### config.mk
export PLATFORM = sky130hd
export DESIGN_NAME = multicycle_control_unit_flat
export DESIGN_NICKNAME = d
export VERILOG_FILES = /design/src/rtl/multicycle_control_unit_if.sv /design/src/rtl/multicycle_control_unit.sv /design/src/flat_wrapper.sv
export SDC_FILE = /design/constraint.sdc
export NUM_CORES = 1
export LEC_CHECK = 0
export CORE_AREA = 2 2 57 59
export DETAILED_ROUTE_END_ITERATION = 6
export DIE_AREA = 0 0 59 61
export HOLD_SLACK_MARGIN = 0.03
export PLACE_DENSITY_LB_ADDON = 0.3
export SKIP_CTS_REPAIR_TIMING = 1
export SYNTH_ARGS = -nofsm -noshare
export SYNTH_HDL_FRONTEND = slang
export SYNTH_SLANG_ARGS = --single-unit
### constraint.sdc
create_clock -name clk -period 2.4 [get_ports clk]
set_input_delay 0.72 -clock clk [delete_from_list [all_inputs] [get_ports clk]]
set_output_delay 0.72 -clock clk [all_outputs]
set_load 0.01 [all_outputs]
### src/rtl/multicycle_control_unit_if.sv
// multicycle_control_unit_if: opcode/flag/handshake inputs and control outputs of the multicycle control unit.
// Perf counter signals exist only when MULTICYCLE_CU_PERF_EN is defined.
interface multicycle_control_unit_if #(
    parameter int OPCODE_W = 6,
    parameter int ALU_OP_W = 5
);
    logic [OPCODE_W-1:0] opcode;
    logic mem_ready, flag_z, flag_n, flag_c, flag_v;
    logic [ALU_OP_W-1:0] alu_op;
    logic alu_source, jump, ret, imm_pos, pc_or_data, mem_to_reg, write_address_DM;
    logic branch_zero, branch_negative, branch_carry, branch_overflow, branch_always;
    logic write_enable_DM, write_enable_RF, mem_req, ir_load, pc_load, pc_inc, alu_start;
    logic branch_taken, illegal_op, busy;
    logic [2:0] state;
`ifdef MULTICYCLE_CU_PERF_EN
    logic [31:0] instr_retired, cycle_count;
`endif
    modport master (
        input opcode, mem_ready, flag_z, flag_n, flag_c, flag_v,
        output alu_op, alu_source, jump, ret, imm_pos, pc_or_data, mem_to_reg, write_address_DM,
        output branch_zero, branch_negative, branch_carry, branch_overflow, branch_always,
        output write_enable_DM, write_enable_RF, mem_req, ir_load, pc_load, pc_inc, alu_start,
        output branch_taken, illegal_op, busy, state
`ifdef MULTICYCLE_CU_PERF_EN
        , output instr_retired, cycle_count
`endif
    );
    modport slave (
        output opcode, mem_ready, flag_z, flag_n, flag_c, flag_v,
        input alu_op, alu_source, jump, ret, imm_pos, pc_or_data, mem_to_reg, write_address_DM,
        input branch_zero, branch_negative, branch_carry, branch_overflow, branch_always,
        input write_enable_DM, write_enable_RF, mem_req, ir_load, pc_load, pc_inc, alu_start,
        input branch_taken, illegal_op, busy, state
`ifdef MULTICYCLE_CU_PERF_EN
        , input instr_retired, cycle_count
`endif
    );
endinterface

### src/rtl/multicycle_control_unit.sv
// multicycle_control_unit: FETCH/DECODE/EXEC/MEM/WB sequencer with a registered control word.
// Define MULTICYCLE_CU_PERF_EN to add the instr_retired/cycle_count counters.
module multicycle_control_unit #(
    parameter int OPCODE_W   = 6,
    parameter int ALU_OP_W   = 5,
    parameter int MUL_CYCLES = 3,
    parameter int DIV_CYCLES = 8
) (
    input logic clk,
    input logic rst,
    multicycle_control_unit_if.master bus
);
    typedef enum logic [2:0] {FETCH, DECODE, EXEC, MEM, WB} state_t;
    typedef struct packed {
        logic [ALU_OP_W-1:0] alu_op;
        logic alu_source, imm_pos, jump, ret, pc_or_data, mem_to_reg, write_address_DM;
        logic branch_zero, branch_negative, branch_carry, branch_overflow, branch_always;
        logic illegal_op;
    } cw_t;
    state_t cur, nxt;
    cw_t cw, d;
    logic fresh, ex_first, hi, flow, taken;
    logic [5:0] op;
    logic [3:0] cnt, d_len;
    assign op = bus.opcode[5:0];
    assign hi = |(bus.opcode >> 6);
    always_comb begin
        d = '0;
        d_len = 4'd1;
        if (hi) d.illegal_op = 1'b1;
        else if (op[5] || !op[4]) begin
            d.alu_op = ALU_OP_W'(op[4:0]);
            d.alu_source = op[5];
            d.imm_pos = op[5];
            d_len = op[4:0] == 5'd7 ? 4'(MUL_CYCLES) : (op[4:0] == 5'd8 || op[4:0] == 5'd9) ? 4'(DIV_CYCLES) : 4'd1;
        end else begin
            case (op[3:0])
                4'h0: d.jump = 1'b1;
                4'h1: d.branch_zero = 1'b1;
                4'h2: d.branch_carry = 1'b1;
                4'h3: d.branch_negative = 1'b1;
                4'h4: d.branch_overflow = 1'b1;
                4'h5: d.branch_always = 1'b1;
                4'h8: begin d.ret = 1'b1; d.pc_or_data = 1'b1; end
                4'h9: begin d.alu_source = 1'b1; d.mem_to_reg = 1'b1; end
                4'ha: begin d.alu_source = 1'b1; d.write_address_DM = 1'b1; end
                default: d.illegal_op = 1'b1;
            endcase
        end
    end
    // fresh masks FETCH strobes for the first cycle out of reset
    always_ff @(posedge clk) begin
        if (rst) begin
            cur <= FETCH;
            fresh <= 1'b1;
            ex_first <= 1'b0;
        end else begin
            cur <= nxt;
            fresh <= 1'b0;
            ex_first <= cur == DECODE;
        end
    end
    always_ff @(posedge clk) begin
        if (rst) begin
            cw <= '0;
            cnt <= '0;
        end else if (cur == DECODE) begin
            cw <= d;
            cnt <= d_len - 4'd1;
        end else if (cur == EXEC && cnt != 4'd0) cnt <= cnt - 4'd1;
    end
    assign flow = cw.jump | cw.ret | cw.branch_zero | cw.branch_negative | cw.branch_carry | cw.branch_overflow | cw.branch_always;
    always_comb begin
        nxt = cur;
        case (cur)
            FETCH: nxt = (!fresh && bus.mem_ready) ? DECODE : FETCH;
            DECODE: nxt = EXEC;
            EXEC: nxt = cnt != 4'd0 ? EXEC : (flow || cw.illegal_op) ? FETCH : (cw.mem_to_reg || cw.write_address_DM) ? MEM : WB;
            MEM: nxt = !bus.mem_ready ? MEM : cw.write_address_DM ? FETCH : WB;
            default: nxt = FETCH;
        endcase
    end
    assign taken = cur == EXEC && ((cw.branch_zero & bus.flag_z) | (cw.branch_negative & bus.flag_n) |
        (cw.branch_carry & bus.flag_c) | (cw.branch_overflow & bus.flag_v) | cw.branch_always | cw.jump | cw.ret);
    always_comb begin
        bus.mem_req = (cur == FETCH && !fresh) || cur == MEM;
        bus.ir_load = cur == FETCH && !fresh && bus.mem_ready;
        bus.alu_start = cur == EXEC && ex_first;
        bus.branch_taken = taken;
        bus.pc_load = taken;
        bus.pc_inc = (cur == EXEC && (flow || cw.illegal_op) && !taken) ||
            (cur == MEM && cw.write_address_DM && bus.mem_ready) || cur == WB;
        bus.write_enable_DM = cur == MEM && cw.write_address_DM && bus.mem_ready;
        bus.write_enable_RF = cur == WB;
        bus.busy = cur != FETCH;
        bus.state = cur;
    end
    assign bus.alu_op = cw.alu_op;
    assign bus.alu_source = cw.alu_source;
    assign bus.imm_pos = cw.imm_pos;
    assign bus.jump = cw.jump;
    assign bus.ret = cw.ret;
    assign bus.pc_or_data = cw.pc_or_data;
    assign bus.mem_to_reg = cw.mem_to_reg;
    assign bus.write_address_DM = cw.write_address_DM;
    assign bus.branch_zero = cw.branch_zero;
    assign bus.branch_negative = cw.branch_negative;
    assign bus.branch_carry = cw.branch_carry;
    assign bus.branch_overflow = cw.branch_overflow;
    assign bus.branch_always = cw.branch_always;
    assign bus.illegal_op = cw.illegal_op;
`ifdef MULTICYCLE_CU_PERF_EN
    always_ff @(posedge clk) begin
        if (rst) begin
            bus.cycle_count <= '0;
            bus.instr_retired <= '0;
        end else begin
            bus.cycle_count <= bus.cycle_count + 32'd1;
            if (cur != FETCH && nxt == FETCH) bus.instr_retired <= bus.instr_retired + 32'd1;
        end
    end
`endif
endmodule

### src/flat_wrapper.sv
// flat-port wrapper written by rule: the top's interface ports become plain ports
module multicycle_control_unit_flat 
#(
    parameter int OPCODE_W   = 6,
    parameter int ALU_OP_W   = 5,
    parameter int MUL_CYCLES = 3,
    parameter int DIV_CYCLES = 8
)
  (clk, rst, bus_opcode, bus_mem_ready, bus_flag_z, bus_flag_n, bus_flag_c, bus_flag_v, bus_alu_op, bus_alu_source, bus_jump, bus_ret, bus_imm_pos, bus_pc_or_data, bus_mem_to_reg, bus_write_address_DM, bus_branch_zero, bus_branch_negative, bus_branch_carry, bus_branch_overflow, bus_branch_always, bus_write_enable_DM, bus_write_enable_RF, bus_mem_req, bus_ir_load, bus_pc_load, bus_pc_inc, bus_alu_start, bus_branch_taken, bus_illegal_op, bus_busy, bus_state);
  multicycle_control_unit_if #(.OPCODE_W(OPCODE_W), .ALU_OP_W(ALU_OP_W)) bus_i ();
  input logic clk;
  input logic rst;
  input wire logic [$bits(bus_i.opcode)-1:0] bus_opcode;
  input wire logic [$bits(bus_i.mem_ready)-1:0] bus_mem_ready;
  input wire logic [$bits(bus_i.flag_z)-1:0] bus_flag_z;
  input wire logic [$bits(bus_i.flag_n)-1:0] bus_flag_n;
  input wire logic [$bits(bus_i.flag_c)-1:0] bus_flag_c;
  input wire logic [$bits(bus_i.flag_v)-1:0] bus_flag_v;
  output wire logic [$bits(bus_i.alu_op)-1:0] bus_alu_op;
  output wire logic [$bits(bus_i.alu_source)-1:0] bus_alu_source;
  output wire logic [$bits(bus_i.jump)-1:0] bus_jump;
  output wire logic [$bits(bus_i.ret)-1:0] bus_ret;
  output wire logic [$bits(bus_i.imm_pos)-1:0] bus_imm_pos;
  output wire logic [$bits(bus_i.pc_or_data)-1:0] bus_pc_or_data;
  output wire logic [$bits(bus_i.mem_to_reg)-1:0] bus_mem_to_reg;
  output wire logic [$bits(bus_i.write_address_DM)-1:0] bus_write_address_DM;
  output wire logic [$bits(bus_i.branch_zero)-1:0] bus_branch_zero;
  output wire logic [$bits(bus_i.branch_negative)-1:0] bus_branch_negative;
  output wire logic [$bits(bus_i.branch_carry)-1:0] bus_branch_carry;
  output wire logic [$bits(bus_i.branch_overflow)-1:0] bus_branch_overflow;
  output wire logic [$bits(bus_i.branch_always)-1:0] bus_branch_always;
  output wire logic [$bits(bus_i.write_enable_DM)-1:0] bus_write_enable_DM;
  output wire logic [$bits(bus_i.write_enable_RF)-1:0] bus_write_enable_RF;
  output wire logic [$bits(bus_i.mem_req)-1:0] bus_mem_req;
  output wire logic [$bits(bus_i.ir_load)-1:0] bus_ir_load;
  output wire logic [$bits(bus_i.pc_load)-1:0] bus_pc_load;
  output wire logic [$bits(bus_i.pc_inc)-1:0] bus_pc_inc;
  output wire logic [$bits(bus_i.alu_start)-1:0] bus_alu_start;
  output wire logic [$bits(bus_i.branch_taken)-1:0] bus_branch_taken;
  output wire logic [$bits(bus_i.illegal_op)-1:0] bus_illegal_op;
  output wire logic [$bits(bus_i.busy)-1:0] bus_busy;
  output wire logic [$bits(bus_i.state)-1:0] bus_state;
  assign bus_i.opcode = bus_opcode;
  assign bus_i.mem_ready = bus_mem_ready;
  assign bus_i.flag_z = bus_flag_z;
  assign bus_i.flag_n = bus_flag_n;
  assign bus_i.flag_c = bus_flag_c;
  assign bus_i.flag_v = bus_flag_v;
  assign bus_alu_op = bus_i.alu_op;
  assign bus_alu_source = bus_i.alu_source;
  assign bus_jump = bus_i.jump;
  assign bus_ret = bus_i.ret;
  assign bus_imm_pos = bus_i.imm_pos;
  assign bus_pc_or_data = bus_i.pc_or_data;
  assign bus_mem_to_reg = bus_i.mem_to_reg;
  assign bus_write_address_DM = bus_i.write_address_DM;
  assign bus_branch_zero = bus_i.branch_zero;
  assign bus_branch_negative = bus_i.branch_negative;
  assign bus_branch_carry = bus_i.branch_carry;
  assign bus_branch_overflow = bus_i.branch_overflow;
  assign bus_branch_always = bus_i.branch_always;
  assign bus_write_enable_DM = bus_i.write_enable_DM;
  assign bus_write_enable_RF = bus_i.write_enable_RF;
  assign bus_mem_req = bus_i.mem_req;
  assign bus_ir_load = bus_i.ir_load;
  assign bus_pc_load = bus_i.pc_load;
  assign bus_pc_inc = bus_i.pc_inc;
  assign bus_alu_start = bus_i.alu_start;
  assign bus_branch_taken = bus_i.branch_taken;
  assign bus_illegal_op = bus_i.illegal_op;
  assign bus_busy = bus_i.busy;
  assign bus_state = bus_i.state;
  multicycle_control_unit #(.OPCODE_W(OPCODE_W), .ALU_OP_W(ALU_OP_W), .MUL_CYCLES(MUL_CYCLES), .DIV_CYCLES(DIV_CYCLES)) u_core (.clk(clk), .rst(rst), .bus(bus_i));
endmodule
==> impl_results.md, run 1 <==
* Area leader, netlist: dfxtp_1
* Hold Vio Cnt, Final at 0
* CP max FO at 2
* Max-slew violation count at 0
* Site Rows at 20
* Diodes inserted at 0
* Final Setup Violations at 1
* Routed length per instance at 15.3 um
* Final wirelength at 3480 um
* CP arrival at 1.89 ns
* Max-cap violations at 0
* Yosys cell types at 42
* Crit. End Element: primary output
* Max Freq at 383 MHz
* Vias/cell at 5.63
* Violated checks: negative setup slack
* First-pass GRT wire length at 5440 um
* Yosys top cell area share at 42.0%
* Relative max-transition margin at 58.7%
* Die Y at 61 um
* Static leakage at 0.852 nW
* CTS clk-pin slew, worst paths at 0.14 ns
* Sequential area share after synthesis at 42.0%
* DRT antenna net count at 0
* Status: finished, violations left
* Placer Congestion at 0.903
* Worst reg2reg startpoint: u_core.bus.state[0]$_SDFF_PP0_
* Number of synthesized flops with an enable pin at 0
* Finished Cell Area at 1910 sq um
* Nets at 210
* Critical path class: input port to primary output
* IO Pins at 43
* Setup Skew at 0.00437 ns
* Via count at 1283
* DR DRC count at 0
* Syn_nets at 152
* Area delta synth->final at 54.2%
* CTS tree: built
* DIE WIDTH at 59 um
* Asr flop ratio synth at 0%
* Initial antenna violation count at 0
* Final period utilization at 109%
* Longest Clk Path Bufs at 2
* Die area at 3600 sq um
* Hold Path Class: register to register
* Worst IR Drop VDD at 0.283 mV
* Drt pass-1 iters at 4
* Area post-placement at 1800 sq um
* CTS Root Cell: clkbuf_4
* TritonCTS Sinks at 26
* Cells after synthesis at 138
* Min-Delay Startpoint: u_core.bus.alu_op[4]$_SDFFE_PP0P_
* Vias in the first global route at 1167
* Largest net degree at the start of global routing at 15
* Global route total overflow at 0
* Yosys warns at 0
* Post-synthesis cell area at 1240 sq um
* Gr usage total at 19.8%
* Syn avg cell area at 8.99 sq um
* Least-Margin Pin Slew at 0.617 ns
* WP data required at 1.68 ns
* CTS HTree Levels at 1
* Pwr Total at 0.826 mW
* Power density cells at 432 nW/um^2
* Core ar. at 2950 sq um
* Cts bufs inserted at 3
* Max FFs per register at 5
* Synth Flop Type: dfxtp_1
* CP startpoint: bus_flag_c
* Layout cell share with drive strength beyond 1 at 22.1%
* Synth top area cells: dfxtp_1 42%, a22o_1 4.2%, a21oi_1 4.0%
* Util after Layout at 64.7%
* Flops & latches, synth at 26
* Clk_lat worst skew at 0.32 ns
* Initial Util at 42.0%
* Minimum clock period at 2.61 ns
* IO Port Bufs at 42
* Dpl hpwl at 2580 um
* Critical Path Start Type: input port
* Drt initial violations at 54
* Final WS setup at -0.212 ns
* RSZ-0062 raised after global routing: yes
-- per-stage QoR --
stage	worst slack, ns	cells	TNS, ns	hold slack (ns)
2_1_floorplan	0.232	138	0	0.430
3_3_place_gp	-0.603	223	-2.14	0.441
3_5_place_dp	-0.663	223	-2.41	0.447
4_1_cts	-0.673	227	-2.86	0.463
5_1_grt	-0.278	228	-0.278	0.482
6_report	-0.212	228	-0.212	0.461
-- area by class of cell --
class,instances,area (sq um)
Multi-Input combinational cell,99,703
Clock buffer,4,36.3
Timing Repair Buffer,63,598
Sequential cell,26,522
Inverter,3,11.3
Tap cell,33,41.3
Fill cell,247,1040
-- cell families after synthesis --
| family | after synthesis | synth area share (%) |
|---|---|---|
| adders and majority gates | 1 | 1.01 |
| muxes | 2 | 1.72 |
| buffers and inverters | 13 | 5.45 |
| AOI/OAI and AO/OA | 39 | 22.8 |
| DFF | 26 | 42.0 |
| and+or+nand+nor | 57 | 27.0 |
-- cell usage in the layout (no fill, tap or decap), types with 3 or more instances in the layout --
master	count
nor2_1	8
nand2b_1	3
nand3_1	7
inv_1	3
clkdlybuf4s50_1	29
or3_1	3
dlymetal6s2s_1	10
nor3b_2	3
nand2_1	10
nor3_1	6
a32o_1	5
buf_4	20
clkbuf_4	3
a21oi_1	10
a22o_1	6
dfxtp_1	25
-- path summary, 6_finish.rpt --
path | to | slack (ns) | cells after the start
hold / removal | u_core.bus.alu_op[4]$_SDFFE_PP0P_ | 0.46 | 2
setup / recovery | bus_pc_inc | -0.21 | 6
hold reg to reg | u_core.bus.alu_op[4]$_SDFFE_PP0P_ | 0.46 | 2
setup reg to reg | u_core.cnt[2]$_SDFFE_PP0P_ | 0.46 | 7
-- routing by layer --
metal / up-vias / track usage, % / part of all wire [%] / routed length, um
met2: 41 / 34.8 / 52 / 1800
met3: 5 / 3.20 / 4.4 / 154
li1: 632 / - / - / -
met1: 605 / 25.2 / 43 / 1490
met4: 0 / 5.19 / 1.1 / 38
met5: - / 0 / 0 / 0
-- cell usage after synthesis, types with 2 or more instances --
cell type   n
nor3_1      8
and2_1      2
nand2_1    10
a22o_1      6
nor3b_2     2
dfxtp_1    26
a22oi_1     3
nor4_1      2
o21ai_1     2
a21o_1      2
clkbuf_1    6
nand2b_1    3
buf_4       3
a21oi_1    10
a32o_1      5
o211ai_1    2
nor2_1      8
nand3_1     7
or3_1       3
inv_1       3
nor3b_1     2
o41ai_1     2
or4_1       2
-- report_power, final --
part	internal (mW)	switching [mW]	leakage, nW
registers	0.443	0.00881	0.211
logic	0.0765	0.0727	0.620
clock network	0.0928	0.133	0.0210
-- critical path, cell delays in order --
cell and delay, ns:
clkdlybuf4s50_1 0.47, a22oi_2 0.08, nand3_1 0.10, nor3_2 0.05
or3_1 0.30, dlymetal6s2s_1 0.17
No activity file was read; power rests on OpenSTA's default activity.
==> run 2: changes to the inputs <==
HOLD_SLACK_MARGIN = unset   (was 0.03)
==> results of run 2 <==
The final DEF is identical to that of run 1; final timing and power are the same.
==> run 3: changes to the inputs <==
CORE_AREA = 10 10 65 67   (was 2 2 57 59)
DIE_AREA = 0 0 75 77   (was 0 0 59 61)
SKIP_LAST_GASP = 1   (was unset)
==> impl_results.md, run 3 (synthesized netlist as in run 1, its figures left out) <==
* Status: finished, violations left
* Violated checks: negative setup slack
* Diodes inserted at 0 (unchanged)
* Global route total overflow at 0 (unchanged)
* CTS HTree Levels at 1 (unchanged)
* Die Y at 77 um (+26%)
* Drt initial violations at 74 (+37%)
* Layout cell share with drive strength beyond 1 at 20.1% (-1.9 points)
* CP arrival at 1.88 ns (about the same)
* Largest net degree at the start of global routing at 15 (unchanged)
* Clk_lat worst skew at 0.33 ns (about the same)
* Site Rows at 20 (unchanged)
* Power density cells at 443 nW/um^2 (+2.4%)
* Longest Clk Path Bufs at 2 (unchanged)
* DIE WIDTH at 75 um (+27%)
* First-pass GRT wire length at 6020 um (+11%)
* Vias in the first global route at 1285 (+10%)
* Relative max-transition margin at 57.1% (-1.7 points)
* Most common cell after layout, fill and taps aside: clkdlybuf4s50_1
* Setup TNS at -0.202 ns (+0.00962 ns)
* Critical Path Start Type: input port
* Cts bufs inserted at 3 (unchanged)
* Critical path's slowest cell: clkdlybuf4s50_1
* Core ar. at 2980 sq um (+0.85%)
* CTS tree: built
* Minimum clock period at 2.60 ns (-0.00962 ns)
* Static leakage at 0.851 nW (-0.14%)
* Gr usage total at 12.7% (-7.1 points)
* Die area at 5780 sq um (+60%)
* Area of the multi-input gates at 687 sq um (-2.3%)
* CTS clk-pin slew, worst paths at 0.15 ns (about the same)
* Layout Cells excl Fill at 227 (-0.44%)
* Nets at 209 (-0.48%)
* Max-slew violation count at 0 (unchanged)
* Final period utilization at 108% (-0.40 points)
* Vias/cell at 5.66 (+0.52%)
* DR DRC count at 0 (unchanged)
* Most frequent cells in the layout: 30 x clkdlybuf4s50_1, 26 x dfxtp_1, 20 x buf_4
* Initial antenna violation count at 0 (unchanged)
* Max FFs per register at 5 (unchanged)
* Crit. End Element: primary output
* IO Pins at 43 (unchanged)
* Reg area at 520 sq um (-0.24%)
* Drt pass-1 iters at 4 (unchanged)
* CP max FO at 2 (unchanged)
* Final Setup Violations at 1 (unchanged)
* DRT antenna net count at 0 (unchanged)
* Fill cell count at 265 (+7.3%)
* TritonCTS Sinks at 26 (unchanged)
* Critical path class: input port to primary output
* Final wirelength at 3680 um (+5.9%)
* Via count at 1284 (+0.078%)
* Placer Congestion at 0.872 (-3.4%)
* Crit path cell chain: clkdlybuf4s50_1 > a22oi_2 > nand3_1 > nor3_2 > or3_1 > dlymetal6s2s_1
* IO Port Bufs at 42 (unchanged)
* R2r setup slk at 0.51 ns (+0.05 ns)
* Dpl hpwl at 2890 um (+12%)
* DP Cell Count at 223 (unchanged)
* Hold Path Class: register to register
* Final WS setup at -0.202 ns (+0.00962 ns)
* Slowest stage delay, CP at 0.47 ns (about the same)
* RSZ-0062 raised after global routing: yes
* Pwr Total at 0.833 mW (+0.79%)
* Least-Margin Pin Slew at 0.641 ns (+0.0248 ns)
* Routed length per instance at 16.2 um (+6.4%)
* Max-cap violations at 0 (unchanged)
* Max Freq at 384 MHz (+0.37%)
* CTS Root Cell: clkbuf_4
* Hold Vio Cnt, Final at 0 (unchanged)
* Area delta synth->final at 51.8%
* Setup Skew at 0.00233 ns (-0.00205 ns)
* WP data required at 1.68 ns (about the same)
* Worst IR Drop VDD at 0.355 mV (+25%)
* Initial Util at 41.6% (-0.35 points)
run 3: cell types whose count changed in the layout (fill, tap and decap cells not counted), sizes merged:
cell,change
buf,-1
clkbuf,-1
clkdlybuf4s50,+1
run 3: power breakdown:
group          internal [mW]  switching, mW
clock                 0.0929          0.137
combinational         0.0776         0.0747
sequential             0.443        0.00796
run 3: cell type report:
type	instances	area share [%]
flip-flops and latches	26	27.7
repair buffers	62	31.1
multi-input cells	99	36.5
inverters	3	0.598
well taps	33	2.19
clock buffers	4	1.93
run 3: final timing paths:
path / from / end / depth (start not counted)
max reg2reg: u_core.bus.state[0]$_SDFF_PP0_ / u_core.cnt[2]$_SDFFE_PP0P_ / 7
min reg2reg: u_core.bus.alu_op[2]$_SDFFE_PP0P_ / u_core.bus.alu_op[2]$_SDFFE_PP0P_ / 2
max: bus_flag_z / bus_pc_inc / 6
min: u_core.bus.alu_op[2]$_SDFFE_PP0P_ / u_core.bus.alu_op[2]$_SDFFE_PP0P_ / 2
run 3: layer usage:
layer / vias up / wire length, um / part of all wire [%] / global-route usage [%]
li1: 630 / - / - / -
met1: 603 / 1500 / 41 / 14.5
met2: 46 / 1880 / 51 / 21.6
met3: 5 / 266 / 7.2 / 3.99
met4: 0 / 38 / 1.0 / 3.60
met5: - / 0 / 0 / 0
run 3: per-stage QoR:
step / cell area (sq um) / util [%] / hold slack [ns] / worst slack [ns]
3_5_place_dp: 1800 / 60.3 / 0.447 / -0.672
6_report: 1880 / 63.2 / 0.465 / -0.202
2_1_floorplan: 1240 / - / 0.430 / 0.232
3_3_place_gp: 1800 / 60.3 / 0.441 / -0.632
4_1_cts: 1830 / 61.5 / 0.468 / -0.714
5_1_grt: 1880 / 63.2 / 0.482 / -0.258
run 3: critical path, delay by kind of cell:
family                 cells  cell delay, ns
AOI/OAI and AO/OA          1            0.08
and+or+nand+nor            3            0.43
buffers and inverters      2            0.65
